<file path="src/rtl/bram_log_streamer.sv">
// Streams log entries 0..N-1 out of a read-only BRAM port into a valid/ready stream.
// A 2-entry FIFO absorbs the one-cycle BRAM read latency so full throughput survives backpressure.
module bram_log_streamer #(
    parameter int unsigned LOG_DATA_BITW   = 32,
    parameter int unsigned NUM_LOG_ENTRIES = 16384,
    localparam int unsigned ENTRY_BITW     = 32 + LOG_DATA_BITW,
    localparam int unsigned ENTRY_BYTEW    = ENTRY_BITW / 8,
    localparam int unsigned CNT_BITW       = $clog2(NUM_LOG_ENTRIES),
    localparam int unsigned ADDR_BITW      = CNT_BITW + $clog2(ENTRY_BYTEW)
) (
    input  logic                     Clk_CI,
    input  logic                     Rst_RBI,
    input  logic                     Start_SI,
    input  logic                     Abort_SI,
    input  logic [CNT_BITW:0]        NumEntries_DI,
    output logic                     BramEn_SO,
    output logic [ADDR_BITW-1:0]     BramAddr_SO,
    input  logic [ENTRY_BITW-1:0]    BramRdData_DI,
    output logic                     Valid_SO,
    input  logic                     Ready_SI,
    output logic [31:0]              Timestamp_DO,
    output logic [LOG_DATA_BITW-1:0] LogData_DO,
    output logic [CNT_BITW-1:0]      EntryIdx_DO,
    output logic                     Busy_SO,
    output logic                     Done_SO
);

    localparam int unsigned BYTE_SHIFT = $clog2(ENTRY_BYTEW);
    localparam logic [CNT_BITW:0] MAX_N = (CNT_BITW+1)'(NUM_LOG_ENTRIES);
    localparam logic [CNT_BITW:0] CNT_ONE = (CNT_BITW+1)'(1);

    typedef enum logic [1:0] {StIdle, StStream, StDone} state_e;

    state_e                state_q, state_d;
    logic [CNT_BITW:0]     n_q, rd_cnt_q, out_cnt_q;
    logic                  inflight_q;
    logic [1:0]            fifo_cnt_q;
    logic [ENTRY_BITW-1:0] head_q, tail_q;

    logic       valid, hs, issue, abort_act;
    logic [2:0] used;

    always_comb begin
        valid     = (fifo_cnt_q != 2'd0);
        hs        = valid & Ready_SI;
        abort_act = Abort_SI & (state_q != StIdle);
        // Count the slot freed by this cycle's handshake so back-to-back reads keep going.
        used      = {1'b0, fifo_cnt_q} + {2'b00, inflight_q} - {2'b00, hs};
        issue     = (state_q == StStream) & ~Abort_SI & (rd_cnt_q < n_q) & (used < 3'd2);

        state_d = state_q;
        case (state_q)
            StIdle:   if (Start_SI) state_d = StStream;
            StStream: if ((out_cnt_q + (CNT_BITW+1)'(hs)) == n_q) state_d = StDone;
            StDone:   state_d = StIdle;
            default:  state_d = StIdle;
        endcase
        if (abort_act) state_d = StIdle;
    end

    always_ff @(posedge Clk_CI or negedge Rst_RBI) begin
        if (!Rst_RBI) begin
            state_q    <= StIdle;
            n_q        <= '0;
            rd_cnt_q   <= '0;
            out_cnt_q  <= '0;
            inflight_q <= 1'b0;
            fifo_cnt_q <= 2'd0;
            head_q     <= '0;
            tail_q     <= '0;
        end else begin
            state_q    <= state_d;
            inflight_q <= issue;
            if (state_q == StIdle && Start_SI) begin
                n_q       <= (NumEntries_DI > MAX_N) ? MAX_N : NumEntries_DI;
                rd_cnt_q  <= '0;
                out_cnt_q <= '0;
            end else begin
                if (issue) rd_cnt_q  <= rd_cnt_q + CNT_ONE;
                if (hs)    out_cnt_q <= out_cnt_q + CNT_ONE;
            end
            // Abort flushes the buffer and discards any read returning this cycle.
            if (abort_act) begin
                fifo_cnt_q <= 2'd0;
            end else begin
                case ({inflight_q, hs})
                    2'b10: begin
                        if (fifo_cnt_q == 2'd0) head_q <= BramRdData_DI;
                        else                    tail_q <= BramRdData_DI;
                        fifo_cnt_q <= fifo_cnt_q + 2'd1;
                    end
                    2'b01: begin
                        head_q     <= tail_q;
                        fifo_cnt_q <= fifo_cnt_q - 2'd1;
                    end
                    2'b11: begin
                        if (fifo_cnt_q == 2'd1) begin
                            head_q <= BramRdData_DI;
                        end else begin
                            head_q <= tail_q;
                            tail_q <= BramRdData_DI;
                        end
                    end
                    default: ;
                endcase
            end
        end
    end

    always_comb begin
        BramEn_SO    = issue;
        BramAddr_SO  = issue ? {rd_cnt_q[CNT_BITW-1:0], {BYTE_SHIFT{1'b0}}} : '0;
        Valid_SO     = valid;
        Timestamp_DO = head_q[31:0];
        LogData_DO   = head_q[ENTRY_BITW-1:32];
        EntryIdx_DO  = valid ? out_cnt_q[CNT_BITW-1:0] : '0;
        Busy_SO      = (state_q != StIdle);
        Done_SO      = (state_q == StDone) & ~Abort_SI;
    end

endmodule

</file>
<file path="config.mk">
export PLATFORM = sky130hd
export DESIGN_NAME = bram_log_streamer
export DESIGN_NICKNAME = d
export VERILOG_FILES = /design/src/rtl/bram_log_streamer.sv
export SDC_FILE = /design/constraint.sdc
export NUM_CORES = 1
export LEC_CHECK = 0
export CORE_MARGIN = 2
export CORE_UTILIZATION = 56
export DETAILED_ROUTE_END_ITERATION = 8
export PLACE_DENSITY = 0.86
export SYNTH_ARGS = -nofsm -noshare
export SYNTH_HDL_FRONTEND = slang
export SYNTH_SLANG_ARGS = --single-unit
</file>
<file path="constraint.sdc">
create_clock -name Clk_CI -period 7.2 [get_ports Clk_CI]
set_input_delay 1.44 -clock Clk_CI [delete_from_list [all_inputs] [get_ports Clk_CI]]
set_output_delay 1.44 -clock Clk_CI [all_outputs]
set_load 0.005 [all_outputs]
</file>
After elaboration in Yosys (flattened, before gate mapping)
Cells that the tools add are included.
{"block": "totals", "regBits": 178, "in_bits": 84, "word_cells": 70}
{"block": "op_classes", "add_sub_neg": 7, "order_cmp": 3, "n_eq_ne": 12, "n_mux": 19, "bitwise_logic": 8, "reduce_logical": 13}
{"op": "64-bit two-way mux", "n": 4}
{"op": "64-bit case mux with 3 select lines", "n": 1}
{"op": "64-bit case mux with 2 select lines", "n": 1}
{"op": "15-bit two-way mux", "n": 5}
{"op": "15-bit by 1-bit adder with 15-bit output, second input constant", "n": 2}
{"op": "17-bit two-way mux", "n": 1}
{"op": "15-bit by 1-bit adder with 15-bit output", "n": 1}
{"op": "15-bit == test", "n": 1}
{"op": "15-bit greater-than comparator, second input constant", "n": 1}
{"op": "15-bit less-than comparator", "n": 1}
{"op": "14-bit two-way mux", "n": 1}
{"op": "2-bit nonzero test", "n": 5}
{"op": "2-bit two-way mux", "n": 4}
{"op": "2-bit case mux with 2 select lines", "n": 2}
{"op": "1-bit bitwise AND", "n": 6}
{"op": "2-bit by 1-bit == test with 1-bit output, second input constant", "n": 3}
{"op": "2-bit == test, second input constant", "n": 3}
{"op": "2-bit inequality test, second input constant", "n": 3}
{"op": "3-bit nonzero test", "n": 2}
{"op": "2-bit zero test", "n": 2}
{"op": "4-bit AND reduction", "n": 1}
{"op": "2-bit by 1-bit adder with 3-bit output", "n": 1}
{"op": "3-bit by 2-bit less-than comparator with 1-bit output, second input constant", "n": 1}
{"op": "3-bit by 2-bit inequality test with 1-bit output, second input constant", "n": 1}
{"op": "other kinds (8)", "n": 9}

Logic depth before layout (Yosys ltp)
Gate-level depths: netlist of the first run.
{"block": "depth", "word_depth": 7, "depth_mapped": 15}

Worst setup path before layout of the first run
Ideal clock, no wire load.
{"block": "synth_timing", "kind": "in2out", "startpoint": "input port Ready_SI", "endpoint": "output port BramEn_SO", "t_arrival_ns": 3.582, "t_required_ns": 5.760, "path_slack_ns": 2.178, "stages": 10, "n_path_buf": 2, "cell_sequence": "nand2_1 -> inv_2 -> ha_1 -> nor2b_1 -> fa_1 -> nor4_4 -> o311ai_2 -> buf_2 -> buf_1 -> nor2_1"}
{"block": "synth_between", "elab_chain_cells": 4}
{"item": "from (decl)", "line": "20", "text": "input logic Ready_SI,"}
{"item": "1-bit bitwise AND", "line": "45", "text": "hs = valid & Ready_SI;"}
{"item": "3-bit by 1-bit subtractor with 3-bit output", "line": "48", "text": "used = {1'b0, fifo_cnt_q} + {2'b00, inflight_q} - {2'b00, hs};"}
{"item": "3-bit by 2-bit less-than comparator with 1-bit output", "line": "49", "text": "issue = (state_q == StStream) & ~Abort_SI & (rd_cnt_q < n_q) & (used < 3'd2);"}
{"item": "1-bit bitwise AND", "line": "49"}
{"item": "to (decl)", "line": "16", "text": "output logic BramEn_SO,"}
No other way between the ends.

Worst setup path after layout of the first run
{"block": "layout_timing", "startpoint": "input port Ready_SI", "endpoint": "output port BramAddr_SO[16]"}
{"block": "layout_between", "elab_chain_cells": 5}
{"item": "1-bit bitwise AND", "line": "45"}
{"item": "3-bit by 1-bit subtractor with 3-bit output", "line": "48"}
{"item": "3-bit by 2-bit less-than comparator with 1-bit output", "line": "49"}
{"item": "1-bit bitwise AND", "line": "49"}
{"item": "17-bit two-way mux", "line": "112", "text": "BramAddr_SO = issue ? {rd_cnt_q[CNT_BITW-1:0], {BYTE_SHIFT{1'b0}}} : '0;"}
{"item": "to (decl)", "line": "17", "text": "output logic [ADDR_BITW-1:0] BramAddr_SO,"}
No other way between the ends.

==> metrics.md, run 1 <==
| Metric | Value |
|---|---|
| #FFs+latches synth | `178` |
| Clock-pin slew of the registers on the worst-case setup and hold paths | `0.07 ns` |
| Die X | `129 µm` |
| Share of cells above drive strength 1 | `0.114` |
| Register-to-Register Path Depth | `13` |
| Initial Utilization | `0.575` |
| Share of synthesized registers carrying an async set or reset | `1.00` |
| Crit path capture type | `output pin` |
| Peak supply drop | `0.234 mV` |
| Post-DR wirelength/cell | `16.9 µm` |
| Period utilisation layout | `0.872` |
| Leak pwr | `5.04 nW` |
| Worst hold stages | `1` |
| Die area | `16,700 µm²` |
| Synth top area share | `0.508` |
| Setup crit start | `Ready_SI` |
| Power Dens Cells | `366 nW/µm²` |
| Placed cell count | `1,167` |
| Post-layout instance area | `11,300 µm²` |
| Cell count after synthesis | `819` |
| Root Driver | `clkbuf_16` |
| Yosys warning count | `0` |
| Hold path startpoint | `tail_q[48]$_DFFE_PN0P_` |
| Crit path buffers/inverters | `3` |
| Floorplan row count | `45` |
| CTS Buffer Depth | `2` |
| WP data required | `5.76 ns` |
| Max Freq | `159 MHz` |
| Largest net degree at the start of global routing | `104` |
| FF-to-FF setup slack | `3.14 ns` |
| IO Port Bufs | `179` |
| Final wirelength | `20.3 mm` |
| Antenna Nets Post-Route | `0` |
| Post-CTS setup buffers | `0` |
| Hold Crit Endpoint | `tail_q[48]$_DFFE_PN0P_` |
| Worst-Margin Slew | `0.947 ns` |
| Critical Path AT | `4.84 ns` |
| Die Ht | `129 µm` |
| Hold Buf Count CTS | `0` |
| Setup TNS | `0 ns` |
| Residual DRC | `0` |
| HPWL Detailed | `13.4 mm` |
| Gr ovfl total | `0` |
| Synth top area cells | `dfrtp_1 51%, mux2_2 8.2%, mux2i_1 7.5%, a21oi_1 4.8%, nor2_1 4.1%` |
| FF-to-FF End | `rd_cnt_q[3]$_DFFE_PN0P_` |
| TritonCTS clock tree | `built` |
| Core area | `15,300 µm²` |
| Vias in the first global route | `6,560` |
| DR vias/cell | `5.63` |
| Initial antenna violation count | `0` |
| Most frequent CP cell | `clkdlybuf4s50_1` |
| Starting DRT DRC Count | `430` |
| Via Count | `6,752` |
| Register area share after synthesis | `0.508` |
| # H-tree levels | `4` |
| Placed Area | `10,700 µm²` |
| Setup violators final | `0` |
| Post-CTS Resized | `0` |
| RSZ-0062 raised after global routing | `no` |
| Top Ports | `183` |
| Leading area contributor after synthesis | `dfrtp_1` |
| Ant diodes | `0` |
| Clock insertion delay at the later pin of the skew report | `0.43 ns` |
| First-pass GRT wire length | `32.5 mm` |
| Critical path, cell by cell | `clkdlybuf4s50_1 -> nand2_1 -> inv_2 -> ha_1 -> nor2b_1 -> fa_1 -> nor4_4 -> o311a_1 -> and3_1 -> clkdlybuf4s50_1` |
| Nets@finish | `1,081` |
| GPL Wtd Cong | `0.883` |
| MaxCap Viol Count | `0` |
| Min-delay worst type | `reg -> reg` |
| Critical path peak fanout | `16` |
| Max-slew headroom | `0.367` |
| Main synth FF type | `dfrtp_1` |
| Post-Syn Area | `8780 µm²` |
| Reg-to-reg startpoint | `fifo_cnt_q[1]$_DFFE_PN0P_` |
| Cell variety after synth | `54` |
| Setup crit start kind | `primary input` |
| Clk_skew | `0.0114 ns` |
| Final Critical Period | `6.28 ns` |
| CTS Buf Count | `17` |
| Final core occ | `0.740` |
| Critical Path Slowest Stage Cell | `o311a_1` |
| Status | `finished, final reports clean` |
| Synth-to-Final Area Change | `28.7%` |
| Clock Sinks | `178` |
| Setup CP Type | `in -> out` |
| Final Max Tran Viols | `0` |
| Number of detailed-route iterations in the first pass | `5` |
| Fin cells | `1,199` |
| Hold Vio Cnt, Final | `0` |
| Crit-path leading delay family | `buffers and inverters` |
| Syn_area_per_cell | `10.7 µm²` |
| GRT Overall Usage | `0.248` |
| Post-synth EDFFs | `0` |
| Biggest cell delay along the critical path | `0.53 ns` |
## worst max-delay path by stage
| stage | cells past startpoint | endpoint |
|---|---|---|
| floorplan | 10 | BramEn_SO |
| global placement | 10 | BramAddr_SO[12] |
| detailed placement | 10 | BramAddr_SO[5] |
| CTS | 10 | BramAddr_SO[15] |
| global route | 12 | BramAddr_SO[14] |
| finish | 10 | BramAddr_SO[16] |
## registers in the layout, indices dropped and copies added (netlist names)
signal,cells
fifo_cnt_q,2
head_q,64
inflight_q,1
n_q,15
out_cnt_q,15
rd_cnt_q,15
state_q,2
tail_q,64
## final cells by class
type                    count  area [µm²]
inverters                  23        86.3
clock buffers              19         443
fillers                  1061        3970
multi-input cells         570        4040
repair buffers            185        1840
clock inverters            13         169
flip-flops and latches    178        4450
well taps                 211         264
## logic make-up after synthesis
kind of cell / synth area share
DFF: 0.508
muxes: 0.157
adders and majority gates: 0.0334
buffers and inverters: 0.0351
xor gates and xnor gates: 0.0379
AOI/OAI and AO/OA: 0.0855
and+or+nand+nor: 0.143
other: 0.000427
## layout by cell type (no fill, tap or decap), types with 6 or more instances in the layout
master	count
mux2i_1	66
or4_1	12
dfrtp_1	178
clkbuf_16	17
inv_1	22
nor2_1	94
clkdlybuf4s50_1	178
a21oi_1	84
ha_1	21
and3_1	20
xnor2_1	27
xor2_1	11
mux2_2	64
nand2_1	35
buf_4	6
nand4_1	10
nand3_1	20
o31ai_1	11
o21ai_0	18
nor2b_1	19
nor4_1	7
## power by group
group / total (W) / leakage [nW] / internal (W) / switching, W
registers: 0.00164 / 2.19 / 0.00140 / 0.000243
logic: 0.00154 / 2.55 / 0.000844 / 0.000699
clock network: 0.000954 / 0.300 / 0.000535 / 0.000419
## through the flow
| stage | total power (W) | setup WS, ns | hold WS [ns] |
|---|---|---|---|
| floorplan | 0.00249 | 2.18 | 0.479 |
| global placement | 0.00312 | 1.02 | 0.485 |
| detailed placement | 0.00319 | 0.928 | 0.491 |
| CTS | 0.00416 | 0.917 | 0.507 |
| global route | 0.00439 | 0.738 | 0.513 |
| finish | 0.00414 | 0.922 | 0.503 |
## layer usage
layer / GRT usage / up-vias / part of all wire
met2: 0.392 / 208 / 0.47
met1: 0.343 / 3320 / 0.45
met5: 0 / - / 0
met3: 0.0520 / 37 / 0.056
li1: - / 3187 / -
met4: 0.0908 / 0 / 0.023
## synth_stat cells (7+ instances only)
| master | instances |
|---|---|
| buf_2 | 9 |
| xor2_1 | 11 |
| mux2i_1 | 66 |
| o31ai_1 | 11 |
| clkbuf_1 | 34 |
| xnor2_1 | 27 |
| dfrtp_1 | 178 |
| nand2_1 | 36 |
| mux2_2 | 64 |
| inv_1 | 22 |
| nor2b_1 | 19 |
| a21oi_1 | 84 |
| nor2_1 | 95 |
| o21ai_0 | 18 |
| ha_1 | 21 |
| nand4_1 | 10 |
| and3_1 | 20 |
| or4_1 | 12 |
| nand3_1 | 20 |
| nor4_1 | 7 |
Note: power is estimated with default switching activity, not from simulation.
==> run 2: changes to the inputs <==
--- a/config.mk
+++ b/config.mk
@@ -7,8 +7,10 @@
 export LEC_CHECK = 0
 export CORE_MARGIN = 2
 export CORE_UTILIZATION = 56
+export CTS_CLUSTER_DIAMETER = 80
 export DETAILED_ROUTE_END_ITERATION = 8
-export PLACE_DENSITY = 0.86
+export GPL_TIMING_DRIVEN = 0
+export PLACE_DENSITY = 0.93
 export SYNTH_ARGS = -nofsm -noshare
 export SYNTH_HDL_FRONTEND = slang
 export SYNTH_SLANG_ARGS = --single-unit
==> metrics.md, run 2 (synthesized netlist as in run 1, its figures left out) <==
| Metric | Value |
|---|---|
| Hold Buf Count CTS | `0` |
| Top Registers | `head_q (64), tail_q (64)` |
| Nets@finish | `1,126` |
| Hold path startpoint | `tail_q[48]$_DFFE_PN0P_` |
| Power Dens Cells | `363 nW/µm²` |
| Share of cells above drive strength 1 | `0.112` |
| Worst hold margin | `0.504 ns` |
| Post-CTS Resized | `0` |
| Min-delay worst type | `reg -> reg` |
| GRT Overall Usage | `0.272` |
| IO Port Bufs | `179` |
| Setup CP Type | `in -> out` |
| Internal power | `0.00278 W` |
| Die area | `16,700 µm²` |
| Placed Area | `10,900 µm²` |
| Final Critical Period | `6.66 ns` |
| Register-to-Register Path Depth | `14` |
| Clock Sinks | `178` |
| Final wirelength | `22.2 mm` |
| Most frequent cells in the layout | `178 x dfrtp_1, 178 x clkdlybuf4s50_1, 95 x nor2_1, 84 x a21oi_1, 66 x mux2i_1` |
| Via Count | `7,068` |
| CTS Buf Count | `17` |
| Fin cells | `1,242` |
| Setup crit start kind | `primary input` |
| Initial Utilization | `0.575` |
| Status | `finished, final reports clean` |
| MaxCap Viol Count | `0` |
| Clock-pin slew of the registers on the worst-case setup and hold paths | `0.06 ns` |
| Ant diodes | `0` |
| DR vias/cell | `5.69` |
| Sequential share of power | `0.396` |
| Crit path capture type | `output pin` |
| Hold Crit Endpoint | `tail_q[48]$_DFFE_PN0P_` |
| Synth-to-Final Area Change | `30.2%` |
| Post-layout instance area | `11,400 µm²` |
| Period utilisation layout | `0.925` |
| Gr ovfl total | `0` |
| FF-to-FF End | `rd_cnt_q[7]$_DFFE_PN0P_` |
| Gate power share | `0.388` |
| Final Max Tran Viols | `0` |
| Sw frac | `0.330` |
| Residual DRC | `0` |
| RSZ-0062 raised after global routing | `no` |
| # H-tree levels | `4` |
| WP data required | `5.76 ns` |
| Clock insertion delay at the later pin of the skew report | `0.43 ns` |
| Die Ht | `129 µm` |
| Overall power | `0.00414 W` |
| FF-to-FF setup slack | `3.08 ns` |
| Largest net degree at the start of global routing | `103` |
| Antenna Nets Post-Route | `0` |
| Peak supply drop | `0.236 mV` |
| Root Driver | `clkbuf_16` |
| Max Freq | `150 MHz` |
| CTS Buffer Depth | `2` |
| HPWL Detailed | `15.8 mm` |
| Net Sw Power | `0.00137 W` |
| Leak pwr | `5.10 nW` |
| Worst-Margin Slew | `0.742 ns` |
| Worst hold stages | `1` |
| Clk_skew | `0.00897 ns` |
| Clock network power share | `0.216` |
| Die X | `129 µm` |
| Max-slew headroom | `0.504` |
| Critical path peak fanout | `10` |
| Final core occ | `0.749` |
| Top Ports | `183` |
| Core area | `15,300 µm²` |
| Vias in the first global route | `7,231` |
| Post-DR wirelength/cell | `17.8 µm` |
| Critical Path AT | `5.22 ns` |
| Placed cell count | `1,212` |
| First-pass GRT wire length | `35.5 mm` |
| Setup violators final | `0` |
| TritonCTS clock tree | `built` |
| Floorplan row count | `45` |
| Starting DRT DRC Count | `507` |
| Number of detailed-route iterations in the first pass | `5` |
| GPL Wtd Cong | `0.893` |
| Reg-to-reg startpoint | `fifo_cnt_q[1]$_DFFE_PN0P_` |
| Initial antenna violation count | `0` |
| Post-CTS setup buffers | `0` |
| Hold Vio Cnt, Final | `0` |
==> run 2: cell count changes in the layout (fill, tap and decap cells not counted), moves of 3 or more <==
cell / previous run / this run
clkbuf_1: 1 / 37
buf_2: 0 / 9
clkinv_2: 0 / 3
inv_6: 4 / 1
clkinv_4: 4 / 1
==> run 2: worst max-delay path by stage <==
stage          slack (ns)                endpoint      from
2_1_floorplan        2.18               BramEn_SO  Ready_SI
3_3_place_gp        -2.54  head_q[24]$_DFFE_PN0P_   Rst_RBI
3_5_place_dp         0.61               BramEn_SO  Ready_SI
4_1_cts              0.57               BramEn_SO  Ready_SI
5_1_grt              0.35               BramEn_SO  Ready_SI
6_report             0.54               BramEn_SO  Ready_SI
==> run 2: layout make-up <==
cell class	instances	area [µm²]
plain buffers	50	221
clock buffers	21	450
clock inverters	9	108
fillers	1038	3830
inverters	23	86.3
multi-input cells	570	4020
flip-flops and latches	178	4450
well taps	211	264
repair buffers	180	1820
==> run 2: per-stage QoR <==
step	setup WS [ns]	TNS [ns]
CTS	0.571	0
floorplan	2.18	0
global route	0.351	0
finish	0.540	0
detailed placement	0.607	0
global placement	-2.54	-449.40
==> run 2: power by group through the flow <==
stage	combinational, W	clock, W	sequential (W)
after global placement	0.00153	0	0.00162
after detailed placement	0.00160	0	0.00164
after CTS	0.00162	0.000905	0.00164
after global routing	0.00177	0.000949	0.00168
final	0.00161	0.000894	0.00164
after floorplan	0.000888	0	0.00161
==> run 2: critical path, cell delays in order <==
cell and delay, ns:
clkdlybuf4s50_1 0.53, nand2_1 0.21, inv_2 0.22, ha_1 0.26, nor2b_1 0.15, fa_1 0.48, nor4_4 0.34, o311ai_2 0.26
buf_2 0.25, buf_1 0.24, nor2_1 0.27, clkdlybuf4s50_1 0.56
==> run 2: metal layers <==
layer / track usage / vias to the layer above / share of wire
met1: 0.345 / 3462 / 0.40
met4: 0.114 / 0 / 0.035
met3: 0.0595 / 57 / 0.069
met5: 0 / - / 0
met2: 0.454 / 273 / 0.49
li1: - / 3276 / -
